## src/rtl/dec8_pkg.sv

```systemverilog
// Shared types and helpers for the dec8_strobe one-hot strobe generator.
package dec8_pkg;

  typedef enum logic [1:0] {
    IDLE  = 2'd0,
    PULSE = 2'd1,
    GAP   = 2'd2
  } state_t;

  // Width of the pulse/gap down-counter; wide enough for lengths up to 255.
  localparam int CNT_W = 8;

  // Turns a 3-bit index into the matching one-hot byte.
  function automatic logic [7:0] onehot8(input logic [2:0] code);
    onehot8 = 8'b0000_0001 << code;
  endfunction

endpackage

```

## src/rtl/dec3to8.sv

```systemverilog
// Combinational 3-to-8 one-hot decoder with enable; all-zero when disabled.
module dec3to8
  import dec8_pkg::*;
(
  input  logic [2:0] i_code,
  input  logic       i_en,
  output logic [7:0] o_onehot
);

  // Gate the decoded index so the strobe register loads zero outside PULSE.
  always_comb begin
    o_onehot = 8'h00;
    if (i_en) begin
      o_onehot = onehot8(i_code);
    end
  end

endmodule

```

## src/rtl/dec8_strobe.sv

```systemverilog
// Accepts a 3-bit index under valid/ready, then drives the matching one-hot
// strobe for PULSE_LEN cycles followed by GAP_LEN forced-idle cycles.
module dec8_strobe
  import dec8_pkg::*;
#(
  parameter int PULSE_LEN = 4,
  parameter int GAP_LEN   = 1
) (
  input  logic       clk,
  input  logic       rst,
  input  logic [2:0] in,
  input  logic       in_valid,
  output logic       in_ready,
  input  logic       abort,
  output logic [7:0] out,
  output logic       out_valid,
  output logic       busy,
  output logic       done
);

  // Reject lengths the 8-bit counter cannot represent, and a zero-length pulse.
  if (PULSE_LEN < 1 || PULSE_LEN > 255 || GAP_LEN < 0 || GAP_LEN > 255) begin : g_badParams
    $error("dec8_strobe: PULSE_LEN must be 1..255 and GAP_LEN 0..255");
  end

  // Counter preload values: the counter holds "cycles remaining after this one".
  localparam logic [CNT_W-1:0] PULSE_LOAD = CNT_W'(PULSE_LEN - 1);
  localparam logic [CNT_W-1:0] GAP_LOAD   = (GAP_LEN == 0) ? '0 : CNT_W'(GAP_LEN - 1);

  state_t           r_state;
  logic [CNT_W-1:0] r_count;
  logic [2:0]       r_code;
  logic [7:0]       r_out;
  logic             r_outValid;

  state_t           w_nextState;
  logic [CNT_W-1:0] w_nextCount;
  logic [2:0]       w_nextCode;
  logic [7:0]       w_onehot;

  // Next-state, counter and code-latch logic; abort overrides everything.
  always_comb begin
    w_nextState = r_state;
    w_nextCount = r_count;
    w_nextCode  = r_code;
    if (abort) begin
      w_nextState = IDLE;
      w_nextCount = '0;
    end else begin
      case (r_state)
        IDLE: begin
          if (in_valid) begin
            w_nextState = PULSE;
            w_nextCount = PULSE_LOAD;
            w_nextCode  = in;
          end
        end
        PULSE: begin
          if (r_count == '0) begin
            if (GAP_LEN == 0) begin
              w_nextState = IDLE;
              w_nextCount = '0;
            end else begin
              w_nextState = GAP;
              w_nextCount = GAP_LOAD;
            end
          end else begin
            w_nextCount = r_count - CNT_W'(1);
          end
        end
        GAP: begin
          if (r_count == '0) begin
            w_nextState = IDLE;
          end else begin
            w_nextCount = r_count - CNT_W'(1);
          end
        end
        default: begin
          w_nextState = IDLE;
          w_nextCount = '0;
        end
      endcase
    end
  end

  // Decode the code that will be live next cycle so the strobe is registered.
  dec3to8 u_dec (
    .i_code   (w_nextCode),
    .i_en     (w_nextState == PULSE),
    .o_onehot (w_onehot)
  );

  // State, counter, latched code and registered strobe outputs.
  always_ff @(posedge clk or posedge rst) begin
    if (rst) begin
      r_state    <= IDLE;
      r_count    <= '0;
      r_code     <= 3'd0;
      r_out      <= 8'h00;
      r_outValid <= 1'b0;
    end else begin
      r_state    <= w_nextState;
      r_count    <= w_nextCount;
      r_code     <= w_nextCode;
      r_out      <= w_onehot;
      r_outValid <= |w_onehot;
    end
  end

  assign out       = r_out;
  assign out_valid = r_outValid;
  assign in_ready  = (r_state == IDLE);
  assign busy      = (r_state != IDLE);
  assign done      = (r_state == PULSE) && (r_count == '0);

endmodule
```

## config.mk

```make
export PLATFORM = sky130hd
export DESIGN_NAME = dec8_strobe
export DESIGN_NICKNAME = d
export VERILOG_FILES = /design/src/rtl/dec8_pkg.sv /design/src/rtl/dec3to8.sv /design/src/rtl/dec8_strobe.sv
export SDC_FILE = /design/constraint.sdc
export NUM_CORES = 1
export LEC_CHECK = 0
export BUFFER_PORTS_ARGS = -buffer_cell sky130_fd_sc_hd__buf_2
export CELL_PAD_IN_SITES_DETAIL_PLACEMENT = 1
export CELL_PAD_IN_SITES_GLOBAL_PLACEMENT = 1
export CORE_ASPECT_RATIO = 0.8
export CORE_MARGIN = 4
export CORE_UTILIZATION = 45
export CTS_CLUSTER_SIZE = 20
export DETAILED_ROUTE_END_ITERATION = 6
export PLACE_DENSITY = 0.88
export SKIP_LAST_GASP = 1
export SYNTH_ARGS = -nofsm -noshare
export SYNTH_HDL_FRONTEND = slang
export SYNTH_SLANG_ARGS = --single-unit
```

## constraint.sdc

```tcl
create_clock -name clk -period 5.31 [get_ports clk]
set_clock_uncertainty 0.05 [all_clocks]
set_input_delay 1.062 -clock clk [delete_from_list [all_inputs] [get_ports clk]]
set_output_delay 1.062 -clock clk [all_outputs]
set_load 0.02 [all_outputs]
```

; ---- Yosys cells after proc, flatten, opt, wreduce, memory -nomap -nowiden
; Cells that the tools add are included.
; Widths: inputs -> output; s select.
[word_totals]
ff_bits = 22
in_bits = 7
output_inout_bits = 12
wordCells = 32
[op_classes]
n_addsub = 1
n_eq_ne = 5
n_shift = 1
muxes = 14
reduce_logical = 6
[ops]
columns = cell, n
row1 = $mux 8, 5
row2 = $pmux 8 s3, 1
row3 = $mux 3, 3
row4 = $logic_not 8->1, 1
row5 = $mux 2, 4
row6 = $reduce_or 8->1, 1
row7 = $shl 1x3->8 const A, 1
row8 = $sub 8x1->8 const B, 1
row9 = $pmux 2 s3, 1
row10 = $eq 2x1->1 const B, 2
row11 = $ne 3x2->1 const B, 1
row12 = $ne 3x3->1 const B, 1
row13 = $eq 2x2->1 const B, 1
row14 = $logic_not 2->1, 1
row15 = $reduce_and 2->1, 1
row16 = $reduce_bool 2->1, 1
row17 = $logic_and 1x1->1, 1

; ---- Longest topological paths before layout
; Gate-level depths: netlist of the first run.
[depth]
depth_word = 7
mapped_depth = 7

; ---- By module
; A second synthesis of the first run with hierarchy kept.
[hier_totals]
hier_cells = 103
area_unflattened_um2 = 1133.6
[modules_own_cells]
columns = mod, n_inst, cells_each, area_per_inst_um2
row1 = dec8_strobe, 1, 95, 1038.5
row2 = dec3to8, 1, 8, 95.1

; ---- Least setup slack after synthesis of the first run
; Ideal clock, no wire load.
[synth_timing]
path_kind = register to output
from = register r_count[0]
to = output done
arrival_time_ns = 1.683
t_required_ns = 4.198
slack_ns = 2.515
stages_incl_launch_ff = 6
n_path_buf = 0
path_cell_list = dfrtp_1 -> inv_1 -> ha_1 -> or3b_2 -> or2_1 -> nor2_1
[synth_via]
elab_chain_len = 2
[synth_lines]
columns = element, line_no
row1 = from (decl), dec8_strobe.sv:31  ; logic [CNT_W-1:0] r_count;
row2 = from (signal assigned), dec8_strobe.sv:103  ; r_count <= w_nextCount;
row3 = $logic_not 8->1, dec8_strobe.sv:114  ; assign done = (r_state == PULSE) && (r_count == '0);
row4 = $logic_and 1x1->1, dec8_strobe.sv:114
row5 = to (decl), dec8_strobe.sv:18  ; output logic done
; Every way passes these cells.

; ---- Worst setup path after layout of the first run
; Ends and elaborated chain as after synthesis.

==> results.sh, run 1 <==
export IMPL_ys_seq_area_share_pct=49.5
export IMPL_routed_wl_mm=2.67
export IMPL_slowest_delay_ns=0.53
export IMPL_drt_iter0_drc=26
export IMPL_slew_headroom_pct=44.8
export IMPL_clk_pin_slew_ns=0.13
export IMPL_dp_hpwl_mm=2.00
export IMPL_wire_per_inst_um=17.5
export IMPL_cts_tree="done"
export IMPL_worstSetupPathType="register to primary output"
export IMPL_via_count=913
export IMPL_seqPwrFrac_pct=36.3
export IMPL_p_comb_share_pct=45.6
export IMPL_crit_arrival_ns=2.13
export IMPL_path_max_fanout=5
export IMPL_antenna_found_initial=0
export IMPL_synthesis_nets=119
export IMPL_rsz0062_at_grt="no"
export IMPL_final_common_cell="dfrtp_1"
export IMPL_crit_chain="inv_1 -> ha_1 -> or3b_2 -> or2_1 -> nor2_1 -> buf_2"
export IMPL_synth_area_sq_mm=0.00111
export IMPL_drcViolationCount=0
export IMPL_portBuffers=18
export IMPL_antenna_cells=0
export IMPL_r2r_start="r_count[2]"
export IMPL_synth_area_leader_cell="dfrtp_1"
export IMPL_cts_sinks=22
export IMPL_layout_common_cells="dfrtp_1, buf_2, nor2_1"
export IMPL_nets=137
export IMPL_critPathSlowestCell="or3b_2"
export IMPL_die_area_sq_mm=0.00333
export IMPL_swShare_pct=43.2
export IMPL_gp_congestion=0.801
export IMPL_overflow=0
export IMPL_final_cells=152
export IMPL_p_int_uw=417
export IMPL_viasPerCell=6.01
export IMPL_layout_drive_gt1_share_pct=22.8
export IMPL_finalSetupViolations=0
export IMPL_clk_latency_ns=0.32
export IMPL_report_power_total_uw=734
export IMPL_grt_pass1_wl_mm=4.51
export IMPL_r2r_end="r_count[4]"
export IMPL_area_growth_pct=13.1
export IMPL_end_kind="primary output"
export IMPL_synth_cells=110
export IMPL_grt_pass1_vias=930
export IMPL_die_y_um=52.4
export IMPL_hold_start="r_code[2]"
export IMPL_p_clk_share_pct=18.0
export IMPL_hold_class="register to register"
export IMPL_finalHoldViolCount=0
export IMPL_clock_path_buffers=2
export IMPL_grt_max_degree=23
export IMPL_ys_seq_elements=22
export IMPL_ys_types=38
export IMPL_register_area_sq_um=551
export IMPL_h_tree_depth=1
export IMPL_worst_pin_slew_ns=0.827
export IMPL_drv_slew=0
export IMPL_status="complete, no violations"
export IMPL_power_density_mw_per_mm2=585
export IMPL_cp_start_kind="register"
export IMPL_dp_cells=148
export IMPL_fin_crit_sh_pct=61.1
export IMPL_post_place_ws_ns=2.45
export IMPL_timing_fmax_mhz=308
export IMPL_worst_slack_ns=2.06
export IMPL_yosys_warnings=0
export IMPL_post_cts_resized=0
export IMPL_cap_violations=0
export IMPL_hold_depth=1
export IMPL_rows=15
export IMPL_rrSetupSlack_ns=3.07
export IMPL_cts_hold_buf=0
export IMPL_grt_use_total_pct=17.8
export IMPL_post_cts_buffers=0
export IMPL_core_sq_mm=0.00225
export IMPL_worstHoldEndpoint="r_code[2]"
export IMPL_cts_buffers=3
export IMPL_num_fill_cells=273
export IMPL_min_period_ns=3.25
export IMPL_synth_top_area_share_pct=49.5
export IMPL_netlist_top_cells_area="dfrtp_1, nor2_1, a21oi_1, inv_1, ha_1"
export IMPL_hold_ws_ns=0.515
export IMPL_r2r_cells=4
export IMPL_setup_tns_ns=0
export IMPL_ios=19
export IMPL_multi_input_area_sq_um=502
export IMPL_avgSynthCellArea_sq_um=10.1
export IMPL_dr_pass1_iters=4
export IMPL_drtAntennaViolNets=0
export IMPL_worst_ep_required_time_ns=4.20
export IMPL_leakagePower_uw=0.000601
export IMPL_ir_worst_vdd_mv=0.198
export IMPL_die_x_um=63.6
export IMPL_switching_power_uw=317
export IMPL_cts_root_buf="clkbuf_4"
export IMPL_start_util_pct=49.3
how the worst max path moves through the flow:
stage / startpoint / endpoint / slack [ns] / cells past startpoint
6_report: r_count[0] / done / 2.06 / 6
5_1_grt: r_count[0] / done / 1.93 / 6
4_1_cts: r_count[2] / done / 2.08 / 4
3_5_place_dp: r_count[2] / done / 2.45 / 4
3_3_place_gp: r_count[2] / done / 2.53 / 4
2_1_floorplan: r_count[0] / done / 2.51 / 5
worst max-delay path: cells and delay by family, from the launching register on:
kind,cells,cell delay (ns)
adder cells (fa/ha/maj),1,0.15
buffers and inverters,2,0.30
flip-flops,1,0.43
AND/OR/NAND/NOR,3,0.94
sequential cells by signal, summed over array words and instances (netlist names):
name / count
out: 8
out_valid: 1
r_state: 2
r_count: 8
r_code: 3
power by group through the flow:
stage / sequential [uW] / combinational, uW / clock (uW)
finish: 267 / 335 / 132
global route: 274 / 369 / 143
CTS: 266 / 335 / 134
detailed placement: 270 / 330 / 0
global placement: 264 / 313 / 0
floorplan: 260 / 256 / 0
cell usage after synthesis, drive strengths merged:
library cell	n
a2111o	1
a2111oi	2
a211o	1
a21o	2
a21oi	6
a41oi	1
and2	1
buf	4
clkbuf	1
dfrtp	22
ha	2
inv	8
mux2i	2
nand2	5
nand2b	4
nand4	1
nor2	15
nor3	4
nor4	1
nor4b	2
o211ai	1
o21ai	5
o21bai	2
o22a	1
o22ai	1
o31ai	1
o32a	1
o41ai	2
or2	2
or3	3
or3b	1
or4	3
or4b	2
metal layers:
layer / routed length (um) / up-vias / part of all wire [%] / GRT usage (%)
li1: - / 438 / - / -
met1: 1280 / 451 / 48 / 23.2
met2: 1250 / 18 / 47 / 28.9
met3: 93 / 6 / 3.5 / 5.58
met4: 41 / 0 / 1.5 / 3.94
met5: 0 / - / 0 / 0
layout make-up:
cell class                 count  area share (%)
sequential                    22            43.8
clock buffer                   3            1.79
tap                           25            2.49
clock inverter                 1            2.39
multi-input combinational     75            39.9
inverter                       8            2.39
timing repair buffer          18            7.17
per-stage QoR:
| stage | cell area, sq um | utilization, % |
|---|---|---|
| floorplan | 1110 | - |
| global placement | 1200 | 53.4 |
| detailed placement | 1200 | 53.4 |
| CTS | 1260 | 55.8 |
| global route | 1260 | 55.8 |
| finish | 1260 | 55.8 |
cell families (layout without fill, tap and decap cells):
| kind of cell | after synthesis | after routing | synth area share (%) |
|---|---|---|---|
| and+or+nand+nor | 44 | 44 | 23.4 |
| AOI/OAI and AO/OA | 27 | 27 | 17.7 |
| DFF | 22 | 22 | 49.5 |
| buffers and inverters | 13 | 30 | 5.29 |
| adders and majority gates | 2 | 2 | 2.25 |
| muxes | 2 | 2 | 1.80 |
Note: power is estimated with default switching activity, not from simulation.
==> run 2, diff against run 1 <==
ABC_AREA = 1   (was not set)
CORE_UTILIZATION = 37   (was 45)
PLACE_DENSITY = 0.8   (was 0.88)
clock period = 2.95 ns   (was 5.31 ns; I/O delays follow)
==> results.sh, run 2 <==
export IMPL_synth_most_common_cell="nand2_1"
export IMPL_layout_common_cells="nand2_1, dfrtp_1, nor2_1"
export IMPL_cts_root_buf="clkbuf_8"
export IMPL_finalHoldViolCount=0
export IMPL_netlist_top_cells_area="dfrtp_1, nand2_1, nor2_1, inv_1, nand3_1"
export IMPL_ir_worst_vdd_mv=0.623
export IMPL_critPathTopFamily="flip-flops"
export IMPL_h_tree_depth=1
export IMPL_post_cts_buffers=0
export IMPL_synth_area_sq_mm=0.00123
export IMPL_drt_iter0_drc=21
export IMPL_synthFlopType="dfrtp_1"
export IMPL_ys_seq_area_share_pct=44.6
export IMPL_antenna_cells=0
export IMPL_hold_class="input pin to async pin"
export IMPL_dr_pass1_iters=4
export IMPL_status="complete, no violations"
export IMPL_rows=18
export IMPL_r2r_start="r_count[1]"
export IMPL_cts_hold_buf=0
export IMPL_cts_buffers=3
export IMPL_drcViolationCount=0
export IMPL_avgSynthCellArea_sq_um=8.18
export IMPL_min_period_ns=2.22
export IMPL_ios=19
export IMPL_leakagePower_uw=0.000770
export IMPL_clk_pin_slew_ns=0.09
export IMPL_power_density_mw_per_mm2=1230
export IMPL_setup_tns_ns=0
export IMPL_start_util_pct=39.2
export IMPL_crit_chain="inv_1 -> ha_1 -> nand2_2 -> nor2_8 -> nand2_1 -> inv_1 -> buf_2"
export IMPL_layout_drive_gt1_share_pct=29.5
export IMPL_portBuffers=18
export IMPL_drv_slew=0
export IMPL_die_y_um=59.7
export IMPL_path_max_fanout=5
export IMPL_num_fill_cells=405
export IMPL_grt_use_total_pct=16.6
export IMPL_crit_top_cell="inv_1"
export IMPL_core_sq_mm=0.00315
export IMPL_clock_path_buffers=2
export IMPL_final_common_cell="nand2_1"
export IMPL_synth_cells=151
export IMPL_fin_crit_sh_pct=75.4
export IMPL_worst_pin_slew_ns=0.875
export IMPL_dp_hpwl_mm=2.45
export IMPL_ys_seq_elements=22
export IMPL_async_flop_share_pct=100
export IMPL_gp_congestion=0.840
export IMPL_timing_fmax_mhz=450
export IMPL_finalSetupViolations=0
export IMPL_r2r_cells=9
export IMPL_via_count=1046
export IMPL_dp_cells=209
export IMPL_cap_violations=0
export IMPL_postLayoutCoreUtil_pct=45.9
export IMPL_grt_max_degree=23
export IMPL_final_cells=213
export IMPL_path_buf_inv=3
export IMPL_viasPerCell=4.91
export IMPL_synthesis_nets=160
export IMPL_rsz0062_at_grt="no"
export IMPL_clk_latency_ns=0.27
export IMPL_cts_tree="done"
export IMPL_cts_sinks=22
export IMPL_overflow=0
export IMPL_synth_top_area_share_pct=44.6
export IMPL_cp_start_kind="register"
export IMPL_slowest_delay_ns=0.39
export IMPL_r2r_end="r_count[6]"
export IMPL_synth_edff_count=0
export IMPL_synth_area_leader_cell="dfrtp_1"
export IMPL_area_growth_pct=17.1
export IMPL_drtAntennaViolNets=0
export IMPL_post_cts_resized=0
export IMPL_ys_types=21
export IMPL_routed_wl_mm=3.20
export IMPL_crit_arrival_ns=1.58
export IMPL_wire_per_inst_um=15.0
export IMPL_worst_ep_required_time_ns=2.31
export IMPL_grt_pass1_wl_mm=5.28
export IMPL_critPathSlowestCell="dfrtp_1"
export IMPL_worstSetupPathType="register to primary output"
export IMPL_netlist_top_cells_count="nand2_1, dfrtp_1, nor2_1"
export IMPL_rrSetupSlack_ns=1.27
export IMPL_nets=183
export IMPL_end_kind="primary output"
export IMPL_die_x_um=72.6
export IMPL_antenna_found_initial=0
export IMPL_die_area_sq_mm=0.00433
export IMPL_slew_headroom_pct=41.6
export IMPL_grt_pass1_vias=1089
export IMPL_yosys_warnings=0
==> run 2: cell types whose count changed after synthesis, sizes merged, moves of 5 or more <==
cell	delta
nand3	+15
nor2	+11
a21oi	-5
nand2	+35
inv	+19
o21ai	+7
==> run 2: cell families (layout without fill, tap and decap cells) <==
family | after synthesis | after routing | synth area share (%)
compound gates | 13 | 13 | 7.40
xor+xnor | 1 | 1 | 0.709
flops | 22 | 22 | 44.6
fa+ha+maj | 2 | 2 | 2.03
buf+inv | 27 | 49 | 8.21
simple gates | 86 | 86 | 37.1
==> run 2: where the power goes <==
part           total (uW)  internal [uW]  switching [uW]
Sequential            482            399            83.3
Clock                 290            182             108
Combinational        1010            321             693
==> run 2: layer usage <==
layer / share of wire [%] / up-vias / global-route usage (%)
met3: 4.9 / 6 / 4.54
met2: 47 / 23 / 26.1
met1: 46 / 500 / 21.9
met5: 0 / - / 0
li1: - / 517 / -
met4: 2.0 / 0 / 6.05
==> run 2: final cells by class <==
cell class / count / area (sq um) / area share [%]
clock buffers: 3 / 41.3 / 2.85
clock inverters: 1 / 30.0 / 2.08
inverters: 27 / 101 / 7.01
multi-input cells: 102 / 583 / 40.3
flip-flops and latches: 22 / 551 / 38.1
well taps: 40 / 50.0 / 3.46
repair buffers: 18 / 90.1 / 6.23
==> run 2: stage by stage <==
| stage | hold slack [ns] | setup slack (ns) | power [uW] | instance area [sq um] |
|---|---|---|---|---|
| 2_1_floorplan | 0.399 | 1.21 | 1250 | 1230 |
| 3_3_place_gp | 0.415 | 1.12 | 1440 | 1380 |
| 3_5_place_dp | 0.425 | 1.04 | 1500 | 1380 |
| 4_1_cts | 0.449 | 0.709 | 1810 | 1450 |
| 5_1_grt | 0.475 | 0.587 | 1950 | 1450 |
| 6_report | 0.441 | 0.726 | 1790 | 1450 |
==> run 2: worst max path at each step <==
stage,slack (ns),to,startpoint,cells past startpoint
floorplan,1.21,done,r_count[1],6
global placement,1.12,done,r_count[1],7
detailed placement,1.04,done,r_count[1],7
CTS,0.71,done,r_count[1],7
finish,0.73,done,r_count[1],7
global route,0.59,done,r_count[1],7
==> run 3, diff against run 2 <==
ABC_AREA = 0   (was 1)
CORE_UTILIZATION = 42   (was 37)
PLACE_DENSITY = 0.83   (was 0.8)
clock period = 2.2 ns   (was 2.95 ns; I/O delays follow)
==> results.sh, run 3 (synthesized netlist as in run 1, its figures left out) <==
export IMPL_status="complete, but fails checks"
export IMPL_violations="setup timing"
export IMPL_dp_hpwl_mm=1.97
export IMPL_layout_drive_gt1_share_pct=39.2
export IMPL_cts_buffers=3
export IMPL_cts_hold_buf=0
export IMPL_setup_tns_ns=-0.0912
export IMPL_end_kind="primary output"
export IMPL_ir_worst_vdd_mv=0.626
export IMPL_core_sq_mm=0.00248
export IMPL_h_tree_depth=1
export IMPL_antenna_cells=0
export IMPL_cts_root_buf="clkbuf_4"
export IMPL_drv_slew=0
export IMPL_worst_slack_ns=-0.0912
export IMPL_drcViolationCount=0
export IMPL_fin_crit_sh_pct=104
export IMPL_die_area_sq_mm=0.00354
export IMPL_viasPerCell=5.49
export IMPL_gp_congestion=0.799
export IMPL_leakagePower_uw=0.000712
export IMPL_rrSetupSlack_ns=0.02
export IMPL_hold_ws_ns=0.0762
export IMPL_ios=19
export IMPL_portBuffers=18
export IMPL_nets=158
export IMPL_clk_pin_slew_ns=0.13
export IMPL_die_x_um=65.5
export IMPL_min_period_ns=2.29
export IMPL_drtAntennaViolNets=0
export IMPL_path_max_fanout=2
export IMPL_cts_sinks=22
export IMPL_finalHoldViolCount=0
export IMPL_wire_per_inst_um=17.8
export IMPL_final_cells=184
export IMPL_power_density_mw_per_mm2=1500
export IMPL_grt_pass1_wl_mm=5.34
export IMPL_rsz0062_at_grt="yes"
export IMPL_post_place_ws_ns=0.0610
export IMPL_cp_start_kind="register"
export IMPL_area_growth_pct=33.8
export IMPL_final_common_cell="dfrtp_1"
export IMPL_slew_headroom_pct=68.3
export IMPL_clock_path_buffers=2
export IMPL_postLayoutCoreUtil_pct=59.9
export IMPL_routed_wl_mm=3.28
export IMPL_rows=16
export IMPL_worst_ep_required_time_ns=1.71
export IMPL_hold_class="input pin to async pin"
export IMPL_antenna_found_initial=0
export IMPL_crit_arrival_ns=1.80
export IMPL_worstSetupPathType="register to primary output"
export IMPL_cap_violations=0
export IMPL_drt_iter0_drc=68
export IMPL_dp_cells=168
export IMPL_r2r_cells=12
export IMPL_cts_tree="done"
export IMPL_grt_max_degree=23
export IMPL_grt_pass1_vias=1039
export IMPL_die_y_um=54.0
export IMPL_finalSetupViolations=1
export IMPL_dr_pass1_iters=4
export IMPL_grt_use_total_pct=20.6
export IMPL_worst_pin_slew_ns=0.463
export IMPL_clk_latency_ns=0.32
export IMPL_overflow=0
export IMPL_via_count=1010
export IMPL_layout_common_cells="dfrtp_1, buf_4, buf_2"
export IMPL_start_util_pct=44.8
export IMPL_timing_fmax_mhz=436
==> run 3: cell count changes in the layout (fill, tap and decap cells not counted), moves of 5 or more <==
cell	change
buf_4	+21
nor2_1	-5
nand3_1	-12
nand2_1	-31
inv_2	-7
inv_1	-12
==> run 3: timing repair <==
action                     CTS  global route
pin swaps                    3             1
resized for setup           11             5
setup buffers               10             2
setup endpoints to repair    1             3
==> run 3: path summary, 6_finish.rpt <==
| check | start | end |
|---|---|---|
| max in group asynchronous | rst | r_state[0] |
| min reg2reg | r_code[2] | r_code[2] |
| max | r_count[0] | done |
| min | rst | r_count[7] |
| max reg2reg | r_count[0] | r_count[4] |
| min in group clk | in[0] | r_code[0] |
==> run 3: cell type report <==
class	count	area (sq um)
repair buffers	39	254
multi-input cells	75	554
clock buffers	3	22.5
fillers	294	996
inverters	8	30.0
clock inverters	1	30.0
well taps	36	45.0
flip-flops and latches	22	551
==> run 3: per-layer routing <==
metal	vias up	GRT usage, %	part of all wire [%]	routed length, um
met4	0	6.55	0.85	28
met2	29	37.0	50	1640
met1	504	24.8	45	1480
met3	4	4.80	4.2	138
met5	-	0	0	0
li1	473	-	-	-
==> run 3: power breakdown <==
part | switching, uW | internal (uW) | total [uW]
clock network | 132 | 184 | 317
registers | 99.7 | 520 | 619
logic | 676 | 617 | 1290
total | 908 | 1320 | 2230
==> run 3: stage by stage <==
| step | power, uW | instance area [sq um] |
|---|---|---|
| after floorplan | 1240 | 1110 |
| after global placement | 1510 | 1280 |
| after detailed placement | 1560 | 1280 |
| after CTS | 2080 | 1450 |
| after global routing | 2380 | 1490 |
| final | 2230 | 1490 |
==> run 3: worst max-delay path, stage by stage (launching register included) <==
cell	delay, ns
dfrtp_1	0.43
inv_2	0.09
ha_4	0.13
or3b_4	0.37
or2_4	0.26
nor2_4	0.09
buf_6	0.12
